`config.mk`:
```
export PLATFORM = sky130hd
export DESIGN_NAME = vocab_matcher
export DESIGN_NICKNAME = d
export VERILOG_FILES = /design/src/rtl/vocab_matcher.sv
export SDC_FILE = /design/constraint.sdc
export NUM_CORES = 1
export LEC_CHECK = 0
export BUFFER_PORTS_ARGS = -buffer_cell sky130_fd_sc_hd__buf_4
export CELL_PAD_IN_SITES_DETAIL_PLACEMENT = 1
export CELL_PAD_IN_SITES_GLOBAL_PLACEMENT = 2
export CORE_UTILIZATION = 36
export CTS_CLUSTER_DIAMETER = 50
export DETAILED_ROUTE_END_ITERATION = 10
export PLACE_DENSITY = 0.92
export SETUP_SLACK_MARGIN = 0.5
export SLEW_MARGIN = 20
export SYNTH_ARGS = -nofsm -noshare
export SYNTH_HDL_FRONTEND = slang
export SYNTH_SLANG_ARGS = --single-unit
```
`constraint.sdc`:
```
create_clock -name clk -period 6.2 [get_ports clk]
set_input_delay 0.62 -clock clk [delete_from_list [all_inputs] [get_ports clk]]
set_output_delay 0.62 -clock clk [all_outputs]
set_load 0.01 [all_outputs]
```
`src/rtl/vocab_matcher.sv`:
```
// Searches a packed list of NUL-terminated vocabulary entries in an external SRAM
// for a NUL-terminated word held in a second SRAM; exact or prefix match.
module vocab_matcher #(
    parameter int DATA_WIDTH       = 8,
    parameter int VOCAB_ADDR_WIDTH = 8,
    parameter int INPUT_ADDR_WIDTH = 4,
    parameter int IDX_WIDTH        = 8
) (
    input  logic                        clk,
    input  logic                        rst_n,
    input  logic                        start,
    input  logic                        abort,
    input  logic                        prefix_mode,
    input  logic [VOCAB_ADDR_WIDTH-1:0] base_addr,
    input  logic [VOCAB_ADDR_WIDTH-1:0] limit_addr,
    output logic [VOCAB_ADDR_WIDTH-1:0] vocab_addr,
    input  logic [DATA_WIDTH-1:0]       vocab_dout,
    output logic [INPUT_ADDR_WIDTH-1:0] in_addr,
    input  logic [DATA_WIDTH-1:0]       in_dout,
    output logic                        busy,
    output logic                        done,
    output logic                        found,
    output logic [IDX_WIDTH-1:0]        match_idx,
    output logic [VOCAB_ADDR_WIDTH-1:0] match_addr,
    output logic                        err
);

    localparam logic [2:0] S_IDLE    = 3'd0;
    localparam logic [2:0] S_RD      = 3'd1;
    localparam logic [2:0] S_CMP     = 3'd2;
    localparam logic [2:0] S_SKIP_RD = 3'd3;
    localparam logic [2:0] S_SKIP    = 3'd4;
    localparam logic [2:0] S_FIN     = 3'd5;

    logic [2:0]                  state;
    logic [VOCAB_ADDR_WIDTH-1:0] av;
    logic [VOCAB_ADDR_WIDTH-1:0] av_inc;
    logic [VOCAB_ADDR_WIDTH-1:0] entry;
    logic [VOCAB_ADDR_WIDTH-1:0] limit_q;
    logic [INPUT_ADDR_WIDTH-1:0] ai;
    logic [IDX_WIDTH-1:0]        idx;
    logic                        prefix_q;

    logic vd_zero;
    logic id_zero;
    logic chars_eq;
    logic at_limit;
    logic ai_first;
    logic ai_last;

    assign av_inc   = av + VOCAB_ADDR_WIDTH'(1);
    assign at_limit = (av_inc == limit_q);
    assign vd_zero  = (vocab_dout == '0);
    assign id_zero  = (in_dout == '0);
    assign chars_eq = (vocab_dout == in_dout);
    assign ai_first = (ai == '0);
    assign ai_last  = &ai;

    assign vocab_addr = av;
    assign in_addr    = ai;
    assign done       = (state == S_FIN);
    assign busy       = (state == S_RD) || (state == S_CMP) ||
                        (state == S_SKIP_RD) || (state == S_SKIP);

    always_ff @(posedge clk or negedge rst_n) begin
        if (!rst_n) begin
            state      <= S_IDLE;
            av         <= '0;
            ai         <= '0;
            idx        <= '0;
            entry      <= '0;
            limit_q    <= '0;
            prefix_q   <= 1'b0;
            found      <= 1'b0;
            err        <= 1'b0;
            match_idx  <= '0;
            match_addr <= '0;
        end else if (abort && state != S_IDLE) begin
            state <= S_IDLE;
        end else begin
            case (state)
                S_IDLE: begin
                    if (start) begin
                        av         <= base_addr;
                        entry      <= base_addr;
                        limit_q    <= limit_addr;
                        prefix_q   <= prefix_mode;
                        ai         <= '0;
                        idx        <= '0;
                        found      <= 1'b0;
                        err        <= 1'b0;
                        match_idx  <= '0;
                        match_addr <= '0;
                        // An empty window finishes without touching the SRAM.
                        state      <= (base_addr >= limit_addr) ? S_FIN : S_RD;
                    end
                end
                S_RD: state <= S_CMP;
                S_CMP: begin
                    if (id_zero && (vd_zero || prefix_q)) begin
                        found      <= 1'b1;
                        match_idx  <= idx;
                        match_addr <= entry;
                        state      <= S_FIN;
                    end else if (ai_first && vd_zero) begin
                        state <= S_FIN;
                    end else if (chars_eq) begin
                        if (at_limit) begin
                            state <= S_FIN;
                        end else if (ai_last) begin
                            err   <= 1'b1;
                            state <= S_FIN;
                        end else begin
                            av    <= av_inc;
                            ai    <= ai + INPUT_ADDR_WIDTH'(1);
                            state <= S_RD;
                        end
                    end else if (vd_zero) begin
                        if (at_limit) begin
                            state <= S_FIN;
                        end else begin
                            av    <= av_inc;
                            entry <= av_inc;
                            idx   <= idx + IDX_WIDTH'(1);
                            ai    <= '0;
                            state <= S_RD;
                        end
                    end else if (at_limit) begin
                        state <= S_FIN;
                    end else begin
                        av    <= av_inc;
                        state <= S_SKIP_RD;
                    end
                end
                S_SKIP_RD: state <= S_SKIP;
                S_SKIP: begin
                    // Scan to the terminator of a rejected entry, then restart matching.
                    if (at_limit) begin
                        state <= S_FIN;
                    end else if (vd_zero) begin
                        av    <= av_inc;
                        entry <= av_inc;
                        idx   <= idx + IDX_WIDTH'(1);
                        ai    <= '0;
                        state <= S_RD;
                    end else begin
                        av    <= av_inc;
                        state <= S_SKIP_RD;
                    end
                end
                S_FIN:   state <= S_IDLE;
                default: state <= S_IDLE;
            endcase
        end
    end

endmodule

```
; ---- Word-level counts from Yosys, hierarchy flattened
; Cells that the tools add are included.
[word_totals]
regBits = 58
in_bits = 37
wordCells = 122
latch_bits = 0
mem_count = 0
rom_bits = 0
ramBits = 0
output_inout_bits = 32
[op_classes]
n_reduce_logical = 21
order_cmp = 1
shift = 0
n_bitwise = 1
n_mul = 0
add_sub_neg = 3
n_eq_ne = 22
n_mux = 63
div_mod_pow = 0
[ops]
columns = op, n
row1 = two-way mux 8 bit, 24
row2 = one-hot mux 8 bit (3 select lines), 3
row3 = two-way mux 4 bit, 10
row4 = two-way mux 3 bit, 12
row5 = one-hot mux 8 bit (2 select lines), 2
row6 = "inequality test 2 bit, second input constant", 10
row7 = AND reduction 10 bit, 2
row8 = "adder 8 x 1 -> 8 bit, second input constant", 2
row9 = equality test 8 bit, 2
row10 = zero test 8 bit, 2
row11 = one-hot mux 3 bit (5 select lines), 1
row12 = "inequality test 3 bit, second input constant", 4
row13 = one-hot mux 4 bit (3 select lines), 1
row14 = >= comparator 8 bit, 1
row15 = AND reduction 4 bit, 2
row16 = AND reduction 8 bit, 1
row17 = two-way mux 1 bit, 7
row18 = AND reduction 7 bit, 1
row19 = "equality test 3 x 2 -> 1 bit, second input constant", 2
row20 = "equality test 3 bit, second input constant", 2
row21 = nonzero test 3 bit, 2
row22 = "adder 4 x 1 -> 4 bit, second input constant", 1
row23 = zero test 4 bit, 1
row24 = logical OR 1 bit, 4
row25 = other kinds (9), 12

; ---- Depth between registers and ports, before layout
; Gate-level depths: netlist of the first run.
[depth]
word_depth = 9
depth_mapped = 10
ltp_nobuf = 9

; ---- Worst setup path after synthesis of the first run
; Ideal clock, no wire load.
[synth_path]
path_type = register -> register
startpoint = register av[0] (netlist: vocab_addr[0])
endpoint = register entry[6]
n_path_buf = 2
arrival_ns = 2.371
setup_ns = 0.127
path_slack_ns = 3.703
stages_incl_launch_ff = 10
period_less_slack_ns = 2.497
cell_sequence = dfrtp_1 ha_1 xnor2_1 o211ai_1 a2111oi_4 nand3_2 a32oi_2 buf_2 buf_4 o21ai_0
[synth_between]
elab_chain_cells = 7
elab_cells_between_ends = 13
cone_classes = add/sub: 1 / eq/ne: 3 / mux: 8 / reduce/logical: 1
[synth_rtl]
columns = element, line_no
row1 = from (decl), 36  ; logic [VOCAB_ADDR_WIDTH-1:0] av;
row2 = from (signal assigned), 84  ; av <= base_addr;
row3 = from (signal assigned), 114  ; av <= av_inc;
row4 = from (signal assigned), 122  ; av <= av_inc;
row5 = adder 8 x 1 -> 8 bit (*), 51  ; assign av_inc = av + VOCAB_ADDR_WIDTH'(1);
row6 = two-way mux 8 bit, 119  ; if (at_limit) begin
row7 = two-way mux 8 bit, 118  ; end else if (vd_zero) begin
row8 = two-way mux 8 bit, 107  ; end else if (chars_eq) begin
row9 = two-way mux 8 bit, 105  ; end else if (ai_first && vd_zero) begin
row10 = two-way mux 8 bit, 100  ; if (id_zero && (vd_zero || prefix_q)) begin
row11 = one-hot mux 8 bit (3 select lines), 81  ; case (state)
row12 = to (signal assigned), 85  ; entry <= base_addr;
row13 = to (signal assigned), 123  ; entry <= av_inc;
row14 = to (signal assigned), 142  ; entry <= av_inc;
row15 = to (decl), 38  ; logic [VOCAB_ADDR_WIDTH-1:0] entry;
; Every way passes the cells marked *; elsewhere a longest branch is shown, timed or not. The select of a mux whose other input is x is not followed.
; A chain may end at the register's enable or synchronous reset.

; ---- Final worst setup path of the first run
[layout_path]
startpoint = register av[0] (netlist: vocab_addr[0])
endpoint = register idx[0]
[layout_between]
elab_chain_cells = 4
elab_cells_between_ends = 5
cone_classes = add/sub: 1 / eq/ne: 3 / reduce/logical: 1
[layout_rtl]
columns = element, line_no
row1 = adder 8 x 1 -> 8 bit (*), 51
row2 = equality test 8 bit (*), 52  ; assign at_limit = (av_inc == limit_q);
row3 = inequality test 2 bit (no source line), --
row4 = AND reduction 10 bit (no source line) (*), --
row5 = to (signal assigned), 124  ; idx <= idx + IDX_WIDTH'(1);
row6 = to (signal assigned), 143  ; idx <= idx + IDX_WIDTH'(1);
row7 = to (decl), 41  ; logic [IDX_WIDTH-1:0] idx;
; Every way passes the cells marked *; elsewhere a longest branch is shown, timed or not.

==> results of run 1 <==
[report_power, final]
part | leakage (nW) | total, mW | switching (mW) | internal [mW]
combinational | 1.10 | 0.799 | 0.487 | 0.312
clock | 0.114 | 0.422 | 0.155 | 0.267
sequential | 0.767 | 0.604 | 0.131 | 0.473
[final cells by class]
cell class | count | area, µm² | area share, %
Multi-Input combinational cell | 279 | 1830 | 43.1
Tap cell | 111 | 139 | 3.27
Sequential cell | 58 | 1450 | 34.2
Clock inverter | 5 | 103 | 2.42
Timing Repair Buffer | 71 | 537 | 12.6
Clock buffer | 11 | 131 | 3.09
Inverter | 15 | 56.3 | 1.33
[worst paths after layout]
path / endpoint / cells past startpoint
hold / removal: limit_q[1]$_DFFE_PN0P_ / 1
max in group asynchronous: entry[4]$_DFFE_PN0P_ / 1
setup / recovery: idx[0]$_DFFE_PN0P_ / 9
setup reg to reg: idx[0]$_DFFE_PN0P_ / 9
hold reg to reg: found$_DFFE_PN0P_ / 1
min in group clk: prefix_q$_DFFE_PN0P_ / 3
[logic make-up (layout without fill, tap and decap cells)]
logic type | after synthesis | in the layout
buffers and inverters | 30 | 102
muxes | 4 | 4
adders and majority gates | 12 | 12
xor gates and xnor gates | 21 | 21
DFF | 58 | 58
and+or+nand+nor | 130 | 130
AOI/OAI and AO/OA | 112 | 112
[worst max-delay path: stages (launching register included)]
cell	delay, ns
dfrtp_1	0.55
ha_1	0.33
inv_1	0.12
or3_1	0.38
a22oi_1	0.30
nand3_2	0.24
a32oi_2	0.50
buf_6	0.25
nor3_1	0.06
a21o_1	0.19
[sequential cells by signal, indices dropped and copies added (netlist names)]
name        flops
entry           8
err             1
found           1
idx             8
in_addr         4
limit_q         8
match_addr      8
match_idx       8
prefix_q        1
state           3
vocab_addr      8
[per-stage QoR]
step	power [mW]	hold slack, ns
floorplan	1.14	0.324
global placement	1.36	0.462
detailed placement	1.39	0.477
CTS	1.82	0.382
global route	1.96	0.400
finish	1.83	0.353
[layout by cell type (no fill, tap or decap), types with 2 or more instances in the layout]
master      n
a21o_1      7
o31ai_1     2
clkbuf_8    9
inv_1      15
ha_1       12
a22o_1     16
nor2_1     27
nand4_1     7
and4_1      2
clkbuf_1    2
nand2b_1    4
a21oi_1    18
nand2_1    43
xnor2_1    17
dfrtp_1    58
or4_1       3
or3_1       5
nand3_1    14
a41oi_1     4
o211ai_1    3
a22oi_1     7
o21ai_0    32
nor4_1      5
and3_1      4
nor2b_1     2
o21ai_1     2
buf_4      70
nor3_1      4
bufinv_16   3
mux2i_1     4
xor2_1      4
and2_1      5
[per-layer routing]
metal | vias to the layer above | track usage, % | share of wire, %
li1 | 1477 | - | -
met1 | 1561 | 26.7 | 45
met2 | 62 | 38.4 | 51
met3 | 12 | 4.57 | 3.5
met4 | 0 | 5.88 | 1.3
met5 | - | 0 | 0
==> out/summary.txt, run 1 <==
Status: finished, final reports clean
Antenna violations before repair: 0
GRT Resource Usage Total: 21.6%
Rel. slew slack: 48.4%
Gr ovfl total: 0
Max Slew Vio Count: 0
Rows: 35
Worst Hold Class: primary input to async pin
Setup_tns: 0 ns
Residual DRC: 0
I/O Pins: 69
MaxCap Viol Count: 0
Cell variety after synth: 56
Final setup skew: 0.0109 ns
XOR/XNOR Fraction of Synth Area: 5.41%
CTS max path bufs: 2
DR WL/cell: 17.7 µm
Synth Instances: 367
Drt first pass iters: 4
Placed instance area: 4000 µm²
Adder-cell share of the synthesized area: 4.42%
RSZ-0062 raised after global routing: false
Full die area: 9840 µm²
Syn-to-layout area delta: 25.0%
Flop2flop setup slack: 3.17 ns
Worst flop-to-flop path startpoint: vocab_addr[0]$_DFFE_PN0P_
Area contributors post-synth: dfrtp_1, nand2_1, o21ai_0, ha_1, xnor2_1
Largest net degree at the start of global routing: 59
Core Area: 9200 µm²
Final hold viol count: 0
Largest area contributor in the netlist: dfrtp_1
Routed Antenna Nets: 0
First-pass GRT wire length: 16600 µm
IO Port Bufs: 68
Period utilisation layout: 48.9%
Crit end category: flop
Main combinational cell family by area after synthesis: compound AO/OA/AOI/OAI gates
Fillers: 1087
CTS HTree Levels: 3
Critical path launch point type: flop
Crit Path Category: flop to flop
Synthesized Nets: 416
Fmax: 330 MHz
Post-layout net count: 483
Clock root buffer: clkbuf_8
Fin cells: 550
Cell Pwr Density: 430 nW/µm²
Mux contribution to synthesized area: 1.18%
Worst path required time: 6.43 ns
Complex-gate fraction of the synthesized area: 24.0%
Post-synth EDFFs: 0
FF+latch count, synth: 58
VDD IR max: 0.000218 V
Synth top area share: 42.7%
Vias in the first global route: 3321
Critical path origin: vocab_addr[0]$_DFFE_PN0P_
Clock transition at path regs: 0.07 ns
Synth Area per Inst: 9.26 µm²
Initial Util: 37.0%
Post-DR vias/cell: 5.66
Ant diodes: 0
Post-synth ARST share: 100%
Crit path setup slack, layout: 3.17 ns
Sequential area share after synthesis: 42.7%
Top post-synthesis cells by count: dfrtp_1, nand2_1, o21ai_0
Setup Fix Bufs, Post-CTS: 0
Yosys warnings: 0
Cts repair resizes: 0
Worst-Margin Slew: 0.774 ns
Post-DP HPWL: 7220 µm
Pre-CTS WS: 2.86 ns
Share of cells above drive strength 1: 21.4%
Design area: 4250 µm²
LEAKAGE: 1.98 nW
# setup viols final: 0
Vias: 3112
Clk sinks: 58
Final core occ: 46.2%
CTS tree: yes
CTS buffer count: 9
Worst-Skew Late Latency: 0.34 ns
First DRT Iteration DRCs: 151
Vert. Die Dim: 99.2 µm
Count leader, synth: dfrtp_1
Die W: 99.2 µm
Ys flop type: dfrtp_1
Simple-Gate Fraction of Synth Area: 18.5%
Final wirelength: 9730 µm
Netlist Area Pre-Place: 3400 µm²
Final Wtd Congestion: 0.870
Placed Instances: 533
Final min period: 3.03 ns
CP Data Arrival Time: 3.26 ns
Worst Path Max Fanout: 21
Count of hold buffers inserted by post-cts repair: 0
No activity file was read; power rests on OpenSTA's default activity.
==> run 2, diff against run 1 <==
CORE_UTILIZATION = 30   (was 36)
PLACE_DENSITY = 0.83   (was 0.92)
clock period = 2.5 ns   (was 6.2 ns; I/O delays follow)
==> out/summary.txt, run 2 (synthesis results as in run 1) <==
Period utilisation layout: 101% (was 48.9%)
First-pass GRT wire length: 18300 µm (was 16600 µm)
GRT Resource Usage Total: 20.6% (was 21.6%)
CTS tree: yes (unchanged)
Worst Setup EP: idx[5]$_DFFE_PN0P_ (was idx[0]$_DFFE_PN0P_)
CTS HTree Levels: 3 (unchanged)
Final min period: 2.54 ns (was 3.03 ns)
Status: finished, violations left (was finished, final reports clean)
Clk sinks: 58 (unchanged)
CTS buffer count: 9 (unchanged)
LEAKAGE: 2.34 nW (was 1.98 nW)
Cell Int Power: 3.60 mW (was 1.05 mW)
Antenna violations before repair: 0 (unchanged)
Crit path setup slack, layout: -0.0355 ns (was 3.17 ns)
Flop2flop setup slack: -0.04 ns (was 3.17 ns)
Most frequent cells in the layout: buf_4, dfrtp_1, nand2_1 (unchanged)
Share of cells above drive strength 1: 40.9% (was 21.4%)
CP Data Arrival Time: 2.78 ns (was 3.26 ns)
Vert. Die Dim: 108 µm (was 99.2 µm)
Final setup skew: 0.00674 ns (was 0.0109 ns)
Residual DRC: 0 (unchanged)
Rel. slew slack: 47.1% (was 48.4%)
MaxCap Viol Count: 0 (unchanged)
# setup viols final: 8 (was 0)
Gr ovfl total: 0 (unchanged)
RSZ-0062 raised after global routing: true (was false)
Drt first pass iters: 4 (unchanged)
Worst Hold Class: primary input to async pin (unchanged)
Final hold viol count: 0 (unchanged)
VDD IR max: 0.000506 V (was 0.000218 V)
Critical path launch point type: flop (unchanged)
Sequential Power Share: 23.9% (was 33.1%)
Cell Pwr Density: 1210 nW/µm² (was 430 nW/µm²)
Full die area: 11800 µm² (was 9840 µm²)
DR WL/cell: 18.5 µm (was 17.7 µm)
Largest net degree at the start of global routing: 59 (unchanged)
Combinational power share: 57.8% (was 43.8%)
Final Wtd Congestion: 0.822 (was 0.870)
Final core occ: 46.5% (was 46.2%)
CTS max path bufs: 2 (unchanged)
Crit Path Category: flop to flop (unchanged)
Crit end category: flop (unchanged)
Worst-Margin Slew: 0.785 ns (was 0.774 ns)
Post-layout net count: 533 (was 483)
Max Slew Vio Count: 0 (unchanged)
Die W: 108 µm (was 99.2 µm)
Critical path origin: vocab_addr[0]$_DFFE_PN0P_ (unchanged)
Ant diodes: 0 (unchanged)
Core Area: 10900 µm² (was 9200 µm²)
Syn-to-layout area delta: 49.5% (was 25.0%)
Rows: 38 (was 35)
Vias in the first global route: 3526 (was 3321)
Psw: 2.53 mW (was 0.774 mW)
Setup_tns: -0.0984 ns (was 0 ns)
Worst flop-to-flop path startpoint: vocab_addr[0]$_DFFE_PN0P_ (unchanged)
First DRT Iteration DRCs: 98 (was 151)
Final wirelength: 11600 µm (was 9730 µm)
Worst Path Max Fanout: 5 (was 21)
Final hold slack: 0.00256 ns (was 0.353 ns)
Worst-Skew Late Latency: 0.33 ns (was 0.34 ns)
Initial Util: 31.1% (was 37.0%)
Vias: 3351 (was 3112)
Clock root buffer: clkbuf_16 (was clkbuf_8)
Failing checks: negative setup slack
Worst reg2reg endpoint: idx[5]$_DFFE_PN0P_ (was idx[0]$_DFFE_PN0P_)
IO Port Bufs: 68 (unchanged)
Post-DR vias/cell: 5.33 (was 5.66)
Most common cell after layout, fill and taps aside: buf_4 (unchanged)
Clock transition at path regs: 0.05 ns (was 0.07 ns)
Worst path required time: 2.75 ns (was 6.43 ns)
Routed Antenna Nets: 0 (unchanged)
Clock network power share: 18.4% (was 23.1%)
Reg2Reg Depth: 11 (was 9)
Post-DP HPWL: 7830 µm (was 7220 µm)
Tot Pwr: 6.14 mW (was 1.83 mW)
Fmax: 394 MHz (was 330 MHz)
Net Sw Frac: 41.3% (was 42.4%)
I/O Pins: 69 (unchanged)
run 2: cell types whose count changed in the layout (fill, tap and decap cells not counted), moves of 8 or more:
cell       delta
buf_4        +35
buf_6        +10
clkbuf_16    +10
clkbuf_8      -8
nand2_1       -9
o21ai_0      -12
o21ai_2      +13
run 2: power by group through the flow:
stage	combinational, mW	sequential [mW]	clock (mW)
after floorplan	1.55	1.39	0
after global placement	2.28	1.44	0
after detailed placement	2.36	1.45	0
after CTS	3.12	1.44	1.14
after global routing	3.81	1.50	1.19
final	3.55	1.46	1.13
run 2: worst max-delay path, stage by stage (launching register included):
cell	delay, ns
dfrtp_2	0.39
buf_4	0.14
buf_4	0.16
nand2_1	0.10
nor2_2	0.20
xnor2_2	0.17
nand4_1	0.19
a32oi_4	0.16
buf_6	0.17
buf_6	0.11
or4_1	0.48
a21oi_1	0.18
run 2: final cells by class:
class | instances | area [µm²]
Sequential cell | 58 | 1460
Inverter | 15 | 56.3
Multi-Input combinational cell | 279 | 2100
Fill cell | 1254 | 5850
Clock inverter | 5 | 30.0
Clock buffer | 11 | 243
Timing Repair Buffer | 121 | 1020
Tap cell | 140 | 175
run 2: worst min path at each step:
| stage | depth (start not counted) | slack [ns] | start | endpoint |
|---|---|---|---|---|
| 2_1_floorplan | 0 | -0.05 | rst_n | entry[0]$_DFFE_PN0P_ |
| 3_5_place_dp | 1 | 0.39 | rst_n | match_idx[6]$_DFFE_PN0P_ |
| 3_3_place_gp | 1 | 0.37 | rst_n | match_idx[4]$_DFFE_PN0P_ |
| 5_1_grt | 1 | 0.06 | rst_n | match_idx[6]$_DFFE_PN0P_ |
| 4_1_cts | 1 | 0.04 | rst_n | in_addr[3]$_DFFE_PN0P_ |
| 6_report | 1 | 0.003 | rst_n | in_addr[0]$_DFFE_PN0P_ |
run 2: layer usage:
layer	wire length [µm]	global-route usage, %
met5	0	0
met4	210	6.37
met2	6060	35.8
met1	4960	25.1
met3	388	4.46
run 2: per-stage QoR:
stage          setup slack [ns]  area (µm²)  instances
2_1_floorplan             0.279        3450        367
3_3_place_gp              0.121        4260        585
3_5_place_dp            -0.0120        4260        585
4_1_cts                  0.0389        4890        626
5_1_grt                  -0.143        5080        629
6_report                -0.0355        5080        629
run 2: timing repair:
action	4_1_cts	5_1_grt
cloned	1	1
resized for setup	35	39
endpoints found under the setup margin	56	57
hold buffers	0	0
buffers inserted	24	2
pin swaps	26	26
